## config.mk

```make
export PLATFORM = sky130hd
export DESIGN_NAME = path_streamer
export DESIGN_NICKNAME = d
export VERILOG_FILES = /design/src/rtl/path_streamer.sv
export SDC_FILE = /design/constraint.sdc
export NUM_CORES = 1
export LEC_CHECK = 0
export CORE_MARGIN = 4
export CORE_UTILIZATION = 35
export CTS_BUF_LIST = sky130_fd_sc_hd__clkbuf_4
export DETAILED_ROUTE_END_ITERATION = 7
export PLACE_DENSITY = 0.48
export SKIP_LAST_GASP = 1
export SLEW_MARGIN = 20
export SYNTH_ARGS = -nofsm -noshare
export SYNTH_HDL_FRONTEND = slang
export SYNTH_SLANG_ARGS = --single-unit
```

## constraint.sdc

```tcl
create_clock -name clk_50M -period 6.2 [get_ports clk_50M]
set_clock_uncertainty 0.15 [all_clocks]
set_input_delay 1.24 -clock clk_50M [delete_from_list [all_inputs] [get_ports clk_50M]]
set_output_delay 1.24 -clock clk_50M [all_outputs]
set_load 0.03 [all_outputs]
```

## src/rtl/path_streamer.sv

```systemverilog
// rtl/path_streamer.sv - buffers a path of node indices and streams them to the path mapper.
// Optional write range check on wr_node is enabled by defining PATH_RANGE_CHECK_EN.
module path_streamer #(
  parameter int DEPTH    = 16,
  parameter int NODE_MAX = 29
) (
  input  logic       clk_50M,
  input  logic       reset,
  input  logic       wr_en,
  input  logic [4:0] wr_node,
  input  logic       wr_last,
  input  logic       send,
  output logic       path_input,
  output logic [4:0] path_planned,
  output logic       busy,
  output logic       done,
  output logic [4:0] node_count,
  output logic       full,
  output logic       err
);

  localparam int         PTR_W    = (DEPTH > 1) ? $clog2(DEPTH) : 1;
  localparam logic [4:0] DEPTH_V  = 5'(DEPTH);
  localparam logic [4:0] NODE_LIM = 5'(NODE_MAX);
`ifdef PATH_RANGE_CHECK_EN
  localparam bit RANGE_CHECK = 1'b1;
`else
  localparam bit RANGE_CHECK = 1'b0;
`endif

  typedef enum logic [1:0] {IDLE, READY, SEND, GAP} state_t;

  state_t             state_q, state_d;
  logic [PTR_W-1:0]   wr_ptr_q, wr_ptr_d;
  logic [PTR_W-1:0]   rd_ptr_q, rd_ptr_d;
  logic [4:0]         count_q, count_d;
  logic [4:0]         rem_q, rem_d;
  logic               path_input_q, path_input_d;
  logic [4:0]         path_planned_q, path_planned_d;
  logic               busy_q, busy_d;
  logic               done_q, done_d;
  logic               full_q, full_d;
  logic               err_q, err_d;
  logic               buf_we;
  logic [4:0]         buf_q [DEPTH];
  logic               send_ok;
  logic               wr_bad;

  assign send_ok = send && (count_q != 5'd0);
  assign wr_bad  = RANGE_CHECK && (wr_node > NODE_LIM);

  always_comb begin
    state_d        = state_q;
    wr_ptr_d       = wr_ptr_q;
    rd_ptr_d       = rd_ptr_q;
    count_d        = count_q;
    rem_d          = rem_q;
    err_d          = err_q;
    path_input_d   = 1'b0;
    path_planned_d = 5'd0;
    done_d         = 1'b0;
    buf_we         = 1'b0;
    case (state_q)
      IDLE, READY: begin
        // An accepted send wins over a write presented in the same cycle.
        if (send_ok) begin
          state_d  = SEND;
          rd_ptr_d = '0;
          rem_d    = count_q;
          err_d    = 1'b0;
        end else if (state_q == IDLE && wr_en && !full_q) begin
          if (wr_bad) begin
            err_d = 1'b1;
          end else begin
            buf_we   = 1'b1;
            wr_ptr_d = wr_ptr_q + 1'b1;
            count_d  = count_q + 5'd1;
            if (wr_last) state_d = READY;
          end
        end
      end
      SEND: begin
        if (rem_q != 5'd0) begin
          path_input_d   = 1'b1;
          path_planned_d = buf_q[rd_ptr_q];
          rd_ptr_d       = rd_ptr_q + 1'b1;
          rem_d          = rem_q - 5'd1;
        end else begin
          done_d   = 1'b1;
          count_d  = 5'd0;
          wr_ptr_d = '0;
          state_d  = GAP;
        end
      end
      GAP:     state_d = IDLE;
      default: state_d = IDLE;
    endcase
    busy_d = (state_d == SEND) || (state_d == GAP);
    full_d = (count_d == DEPTH_V);
  end

  always_ff @(posedge clk_50M or posedge reset) begin
    if (reset) begin
      state_q        <= IDLE;
      wr_ptr_q       <= '0;
      rd_ptr_q       <= '0;
      count_q        <= 5'd0;
      rem_q          <= 5'd0;
      path_input_q   <= 1'b0;
      path_planned_q <= 5'd0;
      busy_q         <= 1'b0;
      done_q         <= 1'b0;
      full_q         <= 1'b0;
      err_q          <= 1'b0;
    end else begin
      state_q        <= state_d;
      wr_ptr_q       <= wr_ptr_d;
      rd_ptr_q       <= rd_ptr_d;
      count_q        <= count_d;
      rem_q          <= rem_d;
      path_input_q   <= path_input_d;
      path_planned_q <= path_planned_d;
      busy_q         <= busy_d;
      done_q         <= done_d;
      full_q         <= full_d;
      err_q          <= err_d;
    end
  end

  // Node storage is left unreset; only the pointers define valid contents.
  always_ff @(posedge clk_50M) begin
    if (buf_we) buf_q[wr_ptr_q] <= wr_node;
  end

  assign path_input   = path_input_q;
  assign path_planned = path_planned_q;
  assign busy         = busy_q;
  assign done         = done_q;
  assign node_count   = count_q;
  assign full         = full_q;
  assign err          = err_q;

endmodule
```

==> impl_metrics.py <==
metrics = {
    "layout": {
        "syn_to_final_growth_pct": 12.1,
        "final_cells": 483,
        "diodes": 0,
        "nets": 325,
        "fillers": 1211,
        "drive_gt1_share_pct": 16.7,
    },
    "hold_path": {
        "hp-class": "reg -> reg",
        "worstHoldPathCells": 2,
        "min-delay-start": "rem_q[0]",
    },
    "global_route": {
        "grt-ovfl-total": 0,
        "globalRouteTotalUtil_pct": 14.3,
        "antenna_found_initial": 0,
        "grt_pass1_vias": 2615,
        "grt_start_max_net_pins": 29,
        "grt_pass1_wl_mm": 15.5,
    },
    "synthesis": {
        "synth_seq_area_share_pct": 67.5,
        "synthDistinctLibCells": 52,
        "netlist_area_mm2": 0.00459,
        "synth.top_cells.by_area": "edfxtp_1 (52%), dfrtp_1 (15%), mux4_2 (9.8%), ha_1 (2.5%), mux2i_1 (2.4%)",
        "synth_nets": 301,
        "synth-seq-cells": 108,
        "yosys_warnings": 0,
        "avgSynthCellArea_um2": 16.3,
        "synth_top_cell_area_share_pct": 52.3,
        "synth_cells": 282,
        "synth_area_leader_cell": "edfxtp_1",
    },
    "floorplan": {
        "dieArea_mm2": 0.0150,
        "num_rows": 41,
        "ios": 25,
        "die_w_um": 123,
        "die_height_um": 123,
        "core_mm2": 0.0127,
        "initial_core_util_pct": 36.1,
    },
    "timing": {
        "setup_violations": 0,
        "relSlewSlack_pct": 38.8,
        "rsz0062_at_grt": "no",
        "fin_crit_sh_pct": 53.4,
        "max_freq_mhz": 302,
        "drv_slew": 0,
        "setup_slack_ps": 2890,
        "worst_pin_slew_ps": 905,
        "finalCriticalPeriod_ps": 3310,
        "hold_viol": 0,
        "fin_hold_ws_ps": 415,
        "tns_ps": 0,
    },
    "setup_path": {
        "crit_path_end_kind": "flip-flop",
        "r2r-start": "node_count[0]",
        "worst_setup_path_start_kind": "input pin",
        "required_ps": 6210,
        "cp_max_fo": 8,
        "arrival_ps": 3320,
        "critical_path_class": "in -> reg",
        "crit_start": "wr_en",
        "ff2ff_path_depth": 6,
        "cp_slowest_cell": "clkdlybuf4s50_1",
        "crit_chain": "clkdlybuf4s50_1 > nor4b_1 > o21ai_1 > nor3_1 > and2_1",
        "cpPeakStageDelay_ps": 480,
    },
    "power": {
        "powerDensity_mw_per_mm2": 427,
        "p_leak_nw": 1.80,
        "ir_drop_mv": 0.192,
    },
    "route": {
        "avgRoutedWirePerCell_um": 20.4,
        "drt-initial-drc-count": 126,
        "num_vias": 2451,
        "first_pass_iters": 4,
        "vias_per_cell": 5.07,
        "drc": 0,
        "ant_nets": 0,
        "wl_mm": 9.84,
    },
    "place": {
        "gp_congestion": 0.756,
        "pre_cts_ws_ps": 2430,
        "port_buffers": 23,
        "dpl.cell_count": 467,
        "hpwlAfterDp_mm": 6.70,
    },
    "clock_network": {
        "clock_latency_ps": 460,
        "cts_setup_buffers": 0,
        "clk_transition_reported_paths_ps": 140,
        "cts_hold_buffers": 0,
        "clock-sinks": 108,
        "htree_levels": 3,
        "clock_path_buffers": 2,
        "cts_buffers": 9,
        "post_cts_resized": 0,
        "cts-root-buf": "clkbuf_4",
        "cts_tree": "yes",
    },
    "status": {
        "status": "finished clean",
    },
    "job": {
        "maxCapViolations": 0,
    },
}
sequential cells by signal (all words and copies together) (netlist names):
register	count
buf_q	80
node_count	5
path_planned	5
rem_q	5
rd_ptr_q	4
wr_ptr_q	4
busy	1
done	1
full	1
path_input	1
state_q	1
through the flow:
| stage | power, mW | cell area, um2 | utilization (%) |
|---|---|---|---|
| after floorplan | 1.56 | 4590 | - |
| after global placement | 1.84 | 4990 | 39.2 |
| after detailed placement | 1.83 | 4990 | 39.2 |
| after CTS | 2.23 | 5150 | 40.5 |
| after global routing | 2.34 | 5150 | 40.5 |
| final | 2.20 | 5150 | 40.5 |
power breakdown:
group | switching, mW | leakage (nW) | internal (mW)
Sequential | 0.116 | 1.07 | 0.870
Clock | 0.215 | 0.0896 | 0.181
Combinational | 0.455 | 0.638 | 0.361
Total | 0.786 | 1.80 | 1.41
critical path: cells and delay by family:
kind / cells / cell delay [ps]
buffers and inverters: 1 / 480
AND/OR/NAND/NOR: 3 / 1270
AO/OA/AOI/OAI: 1 / 340
synthesized netlist by cell type (all sizes together):
| master | number |
|---|---|
| edfxtp | 80 |
| dfrtp | 28 |
| mux4 | 20 |
| inv | 12 |
| mux2i | 11 |
| nor2 | 11 |
| nand3 | 10 |
| ha | 9 |
| o21ai | 9 |
| and3 | 8 |
| o22ai | 8 |
| buf | 7 |
| nand2 | 7 |
| a21oi | 6 |
| clkbuf | 6 |
| nor3 | 5 |
| and2 | 4 |
| and4 | 4 |
| nor4b | 3 |
| o31ai | 3 |
| or4b | 3 |
| xor2 | 3 |
| a211oi | 2 |
| nand2b | 2 |
| nor3b | 2 |
| or3 | 2 |
| xnor2 | 2 |
| a22oi | 1 |
| conb | 1 |
| mux2 | 1 |
| nand4b | 1 |
| nor2b | 1 |
| nor4 | 1 |
| nor4bb | 1 |
| o211ai | 1 |
| o21a | 1 |
| o311ai | 1 |
| o32a | 1 |
| o32ai | 1 |
| or2 | 1 |
| or3b | 1 |
| or4 | 1 |
cell families (layout without fill, tap and decap cells):
| family | after synthesis | count (layout) | share of synthesized area, % |
|---|---|---|---|
| xor+xnor | 5 | 5 | 0.953 |
| buf+inv | 25 | 54 | 2.53 |
| flops | 108 | 108 | 67.5 |
| fa+ha+maj | 9 | 9 | 2.45 |
| other cells | 1 | 1 | 0.0816 |
| compound gates | 34 | 34 | 4.71 |
| mux | 32 | 32 | 12.4 |
| simple gates | 68 | 68 | 9.29 |
metal layers:
layer	vias to the layer above	track usage, %	wire [um]
li1	1151	-	-
met1	1251	19.7	4660
met2	40	22.3	4770
met3	9	2.81	271
met4	0	5.81	138
met5	-	0	0
worst paths after layout:
path | end | slack, ps
worst max-delay path | buf_q[3][0] | 2890
worst min-delay path | rem_q[0] | 410
worst max register to register | buf_q[3][0] | 3010
worst min register to register | rem_q[0] | 410
max in group asynchronous | wr_ptr_q[2] | 4630
min in group asynchronous | wr_ptr_q[0] | 990
final cells by class:
| class | instances | area, um2 | area share (%) |
|---|---|---|---|
| Multi-Input combinational cell | 149 | 1380 | 26.7 |
| Sequential cell | 108 | 3100 | 60.2 |
| Clock buffer | 13 | 97.6 | 1.89 |
| Clock inverter | 3 | 63.8 | 1.24 |
| Tap cell | 172 | 215 | 4.18 |
| Timing Repair Buffer | 26 | 253 | 4.91 |
| Inverter | 12 | 45.0 | 0.874 |
cell usage in the layout, fill, tap and decap left out, types with 2 or more instances in the layout:
cell,instances
or3_1,2
nor3_1,4
nor2_1,11
mux2i_1,11
nand2b_1,2
nand2_1,7
nand3_1,10
clkdlybuf4s50_1,23
and4_2,4
ha_1,9
nor4b_1,2
o31ai_1,3
o22ai_1,8
o21ai_0,8
and2_1,4
nor3b_1,2
buf_4,3
and3_1,8
bufinv_16,2
mux4_2,20
edfxtp_1,80
xor2_1,3
a21oi_1,5
dfrtp_1,28
xnor2_1,2
inv_1,11
clkbuf_4,13
a211oi_1,2
Note: power is estimated with default switching activity, not from simulation.
